File: src/rtl/nco_ctrl_pkg.sv
// Shared state encoding and width defaults for the NCO sweep controller.
package nco_ctrl_pkg;

    localparam int unsigned PHI_W_DEF = 32;

    typedef enum logic [1:0] {
        ST_IDLE,
        ST_PRIME,
        ST_DWELL,
        ST_DONE
    } state_t;

endpackage

File: src/rtl/nco_sweep_ctrl.sv
// Steps the NCO phase increment through a programmed sweep, gating clken and
// flagging settled samples once the NCO pipeline has flushed after each hop.
module nco_sweep_ctrl
    import nco_ctrl_pkg::*;
#(
    parameter int unsigned PHI_W     = PHI_W_DEF,
    parameter int unsigned CNT_W     = 16,
    parameter int unsigned SETTLE    = 4,
    parameter int unsigned PRIME_TMO = 64
) (
    input  logic             clk,
    input  logic             reset,
    input  logic             start_i,
    input  logic             abort_i,
    input  logic [PHI_W-1:0] cfg_phi0_i,
    input  logic [PHI_W-1:0] cfg_step_i,
    input  logic [CNT_W-1:0] cfg_nsteps_i,
    input  logic [CNT_W-1:0] cfg_dwell_i,
    input  logic             nco_valid_i,
    output logic [PHI_W-1:0] phi_inc_o,
    output logic             nco_clken_o,
    output logic [CNT_W-1:0] step_idx_o,
    output logic             seg_valid_o,
    output logic             busy_o,
    output logic             done_o,
    output logic             err_o
);

    localparam int unsigned TMO_W = (PRIME_TMO < 2) ? 1 : $clog2(PRIME_TMO);
    localparam int unsigned SET_W = (SETTLE < 2) ? 1 : $clog2(SETTLE + 1);

    state_t           state, state_n;
    logic [PHI_W-1:0] step_q, phi_n;
    logic [CNT_W-1:0] nsteps_q, dwell_last_q, dwell_cnt, dwell_n, idx_n;
    logic [TMO_W-1:0] prime_cnt, prime_n;
    logic [SET_W-1:0] settle_cnt, settle_n;
    logic             load_cfg, err_n, done_n, seg_n, clken_n, busy_n;

    always_comb begin
        state_n  = state;
        phi_n    = phi_inc_o;
        idx_n    = step_idx_o;
        dwell_n  = dwell_cnt;
        settle_n = (settle_cnt != '0) ? settle_cnt - SET_W'(1) : settle_cnt;
        prime_n  = prime_cnt;
        err_n    = err_o;
        done_n   = 1'b0;
        seg_n    = 1'b0;
        load_cfg = 1'b0;

        if (abort_i) begin
            state_n = ST_IDLE;
        end else begin
            case (state)
                ST_IDLE: begin
                    if (start_i) begin
                        load_cfg = 1'b1;
                        err_n    = 1'b0;
                        if (cfg_nsteps_i == '0) begin
                            done_n = 1'b1;
                        end else begin
                            phi_n   = cfg_phi0_i;
                            idx_n   = '0;
                            prime_n = '0;
                            state_n = ST_PRIME;
                        end
                    end
                end
                ST_PRIME: begin
                    if (nco_valid_i) begin
                        dwell_n  = '0;
                        settle_n = '0;
                        state_n  = ST_DWELL;
                    end else if (prime_cnt == TMO_W'(PRIME_TMO - 1)) begin
                        err_n   = 1'b1;
                        state_n = ST_IDLE;
                    end else begin
                        prime_n = prime_cnt + TMO_W'(1);
                    end
                end
                ST_DWELL: begin
                    seg_n = nco_valid_i && (settle_cnt == '0);
                    // Dwell counts free-running cycles, independent of nco_valid_i.
                    if (dwell_cnt == dwell_last_q) begin
                        if (step_idx_o == nsteps_q - CNT_W'(1)) begin
                            state_n = ST_DONE;
                        end else begin
                            phi_n    = phi_inc_o + step_q;
                            idx_n    = step_idx_o + CNT_W'(1);
                            dwell_n  = '0;
                            settle_n = SET_W'(SETTLE);
                        end
                    end else begin
                        dwell_n = dwell_cnt + CNT_W'(1);
                    end
                end
                ST_DONE: state_n = ST_IDLE;
                default: state_n = ST_IDLE;
            endcase
        end

        clken_n = (state_n != ST_IDLE);
        busy_n  = (state_n == ST_PRIME) || (state_n == ST_DWELL);
        if (state_n == ST_DONE) begin
            done_n = 1'b1;
        end
    end

    always_ff @(posedge clk or posedge reset) begin
        if (reset) begin
            state        <= ST_IDLE;
            phi_inc_o    <= '0;
            step_idx_o   <= '0;
            nco_clken_o  <= 1'b0;
            seg_valid_o  <= 1'b0;
            busy_o       <= 1'b0;
            done_o       <= 1'b0;
            err_o        <= 1'b0;
            step_q       <= '0;
            nsteps_q     <= '0;
            dwell_last_q <= '0;
            dwell_cnt    <= '0;
            prime_cnt    <= '0;
            settle_cnt   <= '0;
        end else begin
            state       <= state_n;
            phi_inc_o   <= phi_n;
            step_idx_o  <= idx_n;
            nco_clken_o <= clken_n;
            seg_valid_o <= seg_n;
            busy_o      <= busy_n;
            done_o      <= done_n;
            err_o       <= err_n;
            dwell_cnt   <= dwell_n;
            prime_cnt   <= prime_n;
            settle_cnt  <= settle_n;
            if (load_cfg) begin
                step_q       <= cfg_step_i;
                nsteps_q     <= cfg_nsteps_i;
                dwell_last_q <= (cfg_dwell_i == '0) ? '0 : cfg_dwell_i - CNT_W'(1);
            end
        end
    end

endmodule

File: config.mk
export PLATFORM = sky130hd
export DESIGN_NAME = nco_sweep_ctrl
export DESIGN_NICKNAME = d
export VERILOG_FILES = /design/src/rtl/nco_ctrl_pkg.sv /design/src/rtl/nco_sweep_ctrl.sv
export SDC_FILE = /design/constraint.sdc
export NUM_CORES = 1
export LEC_CHECK = 0
export CAP_MARGIN = 20
export CORE_ASPECT_RATIO = 0.5
export CORE_MARGIN = 2
export CORE_UTILIZATION = 31
export DETAILED_ROUTE_END_ITERATION = 8
export GPL_ROUTABILITY_DRIVEN = 0
export HOLD_SLACK_MARGIN = 0.12
export PLACE_DENSITY = 0.62
export SLEW_MARGIN = 25
export SYNTH_ARGS = -nofsm -noshare
export SYNTH_HDL_FRONTEND = slang
export SYNTH_SLANG_ARGS = --single-unit
File: constraint.sdc
create_clock -name clk -period 5.8 [get_ports clk]
set_input_delay 0.87 -clock clk [delete_from_list [all_inputs] [get_ports clk]]
set_output_delay 0.87 -clock clk [all_outputs]
set_load 0.02 [all_outputs]
Word-level counts from Yosys, hierarchy flattened
Index checks and enable logic that the tools add are counted.

$add $sub $neg: 7. Multipliers: 0. Divide/modulo/power cells: 0. $lt $le $gt $ge: 0. Equality and inequality tests: 18. Shifts and indexed selects: 0. Mux-type cells: 48. Bitwise gates (word level): 1. Reductions and logical operators: 15.

Operator list (count): $mux W16 (8); $mux W32 (4); $pmux W16 S2 (2); $pmux W32 S2 (1); $add A16 B1 Y16 const B (2); $add A32 B32 Y32 (1); $eq A16 B16 Y1 (2); $logic_not A16 Y1 (2); $sub A16 B1 Y16 const B (2); $mux W6 (4); $ne A2 B2 Y1 const B (8); $mux W3 (5); $mux W2 (7); $mux W1 (13); $pmux W6 S2 (1); $reduce_and A6 Y1 (2); $eq A2 B2 Y1 const B (4); $pmux W2 S4 (1); $reduce_bool A2 Y1 (4); $add A6 B1 Y6 const B (1); $eq A6 B6 Y1 const B (1); $pmux W3 S2 (1); $reduce_and A5 Y1 (1); $eq A2 B1 Y1 const B (2); 10 further kinds (10).

Bits in registers: 144. Latch bits: 0. RAM bits: 0. Memory bits (read-only): 0. Bits of input ports: 101. Memories kept: 0.

Longest topological paths before layout
Depth in word-level cells: 8. Depth in mapped cells: 14.

Worst setup path before layout
Ideal clock, no wire load.

Kind: flip-flop to flip-flop. Start point: register nsteps_q[0]. End point: register step_idx_o[13]. Library setup time: 78 ps. Arrival time: 3233 ps. Slack: 2489 ps. Cell stages (with the launch flop): 13. Path through: dfrtp_1 -> inv_1 -> ha_1 -> buf_2 -> or4b_2 -> a211oi_1 -> o32ai_1 -> a31oi_1 -> a2111oi_4 -> o31a_4 -> or2_4 -> or4_1 -> a21oi_1.

Cells in the longest elaborated chain, start to end: 4.

Ends and longest elaborated chain: from (decl) (line nco_sweep_ctrl.sv:34) `logic [CNT_W-1:0] nsteps_q, dwell_last_q, dwell_cnt, dwell_n, idx_n;`; from (signal assigned) (line nco_sweep_ctrl.sv:139) `nsteps_q <= cfg_nsteps_i;`; $sub A16 B1 Y16 (line nco_sweep_ctrl.sv:85) `if (step_idx_o == nsteps_q - CNT_W'(1)) begin`; $eq A16 B16 Y1 (line nco_sweep_ctrl.sv:85); $ne A2 B2 Y1 (no source line); $reduce_and A6 Y1 (no source line); to (signal assigned) (line nco_sweep_ctrl.sv:128) `step_idx_o <= idx_n;`; to (decl) (line nco_sweep_ctrl.sv:22) `output logic [CNT_W-1:0] step_idx_o,`.

No other way between the ends. A chain may end at the register's enable or synchronous reset.

Final worst setup path
Start point: register nsteps_q[2]. End point: register step_idx_o[13].

The elaborated chain is that of the path after synthesis.

==> run metrics <==
Initial Utilization 31.7%; FILL cells approximately 2800; IO Pins 154; TNS Setup 0 ns; Detailed Route WL about 25000 um; CTS buffer count 17; vias in the first global route roughly 8000; post-route ant nets 0; Synth Warn # 0; Syn Std Cell Area slightly above 0.009 sq mm; Final #Nets between 1000 and 1500; fin. max-slew vios 0; Most used DFF post-synth dfrtp_1; htree depth 4; top post-synthesis cells by count dfrtp_1, nand2_1, o21ai_0; Final Util approximately two fifths; Total GRT Usage between 15 and 20%; final setup fails 0; status finished clean; post-synthesis adder-cell area fraction under 10%; Worst Setup End Kind register; Yosys cell types 65; worst-margin pin slew between 0.9 and 1 ns; mux cell area share after synthesis under 10%; crit path time final between 4 and 5 ns; first-pass GRT wire length about 41000 um; area share of the largest cell type after synthesis about two fifths; synthesized net count 1141; Reg clk slew, reported paths around 0.060 ns; static leakage between 4 and 5 nW; Yosys top cell by area dfrtp_1; drt drc 0; critical path startpoint category register; via count 7922; Num Clock Sinks between 100 and 150; HP Class register to register; setup repair bufs after CTS 0; sequential-to-total area share from yosys stat approximately two fifths; crit share post-route between 60 and 70%; path type of the worst setup path register to register; synth-to-layout area growth 27.1%; Mapped Cells between 900 and 1000; Max Clock Skew 0.0107 ns; share of cells above drive strength 1 8.78%; FP Rows 44; worst hold stages 2; chip width approximately 250 um; Simple-Gate Fraction of Synth Area 17.9%; syn_area_per_cell around 9.3 sq um; endpoints failing hold 0; IO Port Bufs around 150; antenna violations before repair 1; RSZ-0062 raised after global routing no; Core Region 0.0291 sq mm; post-synthesis xor/xnor area fraction ~8.4%; count leader, synth dfrtp_1; Avg WL per Cell around 16 um; PostCTS Resize Cnt 0; DRT Pass-1 Iters 5; Power per Cell Area between 300 and 400 mW/mm^2; max cap viols 0; CP max FO 79; Worst Reg-to-Reg Cells 9; DP HPWL ~19000 um; Max clock buf depth 2; worst vdd ir ~0.23 mV; critical path arrival approximately 4.3 ns; EDFF count, synth 0; total gr overflow 0; Post-CTS Hold Buffers 0; Synth area leaders dfrtp_1, mux2_2, ha_1; CTS root buf clkbuf_16; pin count of the biggest net entering global routing 110; Die Area between 0.03 and 0.04 sq mm; CTS tree built; Starting DRT DRC Count between 600 and 700; Seq cells post-synth between 100 and 150; Die Ht roughly 130 um; clock latency on the worst-skew pair about 0.45 ns; vias per cell ~5.2; asr flop ratio synth 100%; Required @ worst endpoint a little over 6 ns; Synth Area in Compound Gates between 10% and 20%; Max Freq approximately 250 MHz; largest family of logic cells by synthesized area simple AND/OR/NAND/NOR gates; Slew Limit Headroom approximately 34%
==> stage by stage <==
stage          setup WS (ns)  instance area [sq um]  hold WS (ns)  std cells  total power, mW
6_report                1.76                  11700         0.502       1532             4.08
5_1_grt                 1.48                  11700         0.524       1531             4.36
4_1_cts                 1.79                  11700         0.508       1530             4.11
3_5_place_dp            1.78                  11100         0.494       1501             2.93
3_3_place_gp            1.96                  11100         0.487       1501             2.89
2_1_floorplan           1.06                   9230         0.469        994             2.45
==> where the power goes <==
part	switching [mW]	total, mW	internal [mW]
clock	0.434	1.15	0.720
combinational	0.849	1.57	0.726
sequential	0.170	1.35	1.18
==> layer usage <==
layer,share of wire (%),GRT usage (%)
met2,50,28.6
met1,44,20.3
met5,0,0
met4,2.1,5.92
met3,4.2,3.77
==> critical path: stages (launching register included) <==
cell	delay [ns]
dfrtp_1	0.47
nor4_1	0.86
nand2_1	0.24
o311ai_0	0.43
o21ai_1	0.20
a2111oi_4	0.53
o31a_4	0.67
or2_4	0.27
or4_1	0.12
a21oi_1	0.07
==> cell families (layout without fill, tap and decap cells) <==
group	after synthesis	count (layout)
multiplexers	80	80
XOR/XNOR	89	89
buffers and inverters	75	220
flip-flops	144	144
AND/OR/NAND/NOR	333	333
other	0	2
AO/OA/AOI/OAI	227	227
adder cells (fa/ha/maj)	46	46
==> cells in the final DEF, fill, tap and decap left out, types with 17 or more instances in the layout <==
| cell type | synthesis | layout |
|---|---|---|
| xor2_1 | 38 | 38 |
| dfrtp_1 | 144 | 144 |
| xnor2_1 | 51 | 51 |
| clkdlybuf4s50_1 | 0 | 153 |
| o21ai_0 | 77 | 77 |
| nand3_1 | 28 | 27 |
| nor3_1 | 23 | 23 |
| nor4_1 | 22 | 22 |
| inv_1 | 36 | 35 |
| nor2_1 | 66 | 66 |
| mux2_2 | 51 | 51 |
| a21oi_1 | 55 | 55 |
| a21o_1 | 17 | 17 |
| mux2i_1 | 29 | 29 |
| clkbuf_16 | 0 | 17 |
| ha_1 | 45 | 44 |
| nand2_1 | 98 | 98 |
==> final timing paths <==
kind	to	from	slack [ns]
worst min register to register	dwell_last_q[13]	dwell_last_q[13]	0.50
worst max register to register	step_idx_o[13]	nsteps_q[2]	1.76
worst max-delay path	step_idx_o[13]	nsteps_q[2]	1.76
worst min-delay path	dwell_last_q[13]	dwell_last_q[13]	0.50
max in group asynchronous	dwell_cnt[10]	reset	3.85
min in group asynchronous	nsteps_q[1]	reset	0.93
==> layout make-up <==
type	count	area [sq um]	share of cell area [%]
well taps	391	489	4.17
diodes	2	5.00	0.0427
clock inverters	11	166	1.42
clock buffers	18	439	3.74
inverters	36	143	1.22
multi-input cells	775	5340	45.5
flip-flops and latches	144	3600	30.7
repair buffers	155	1550	13.2
==> registers in the layout (all words and copies together), names as in the netlist <==
name,count
nco_clken_o,1
busy_o,1
nsteps_q,16
prime_cnt,6
seg_valid_o,1
phi_inc_o,32
done_o,1
settle_cnt,3
err_o,1
step_q,32
dwell_cnt,16
step_idx_o,16
dwell_last_q,16
state,2
Note: power is estimated with default switching activity, not from simulation.
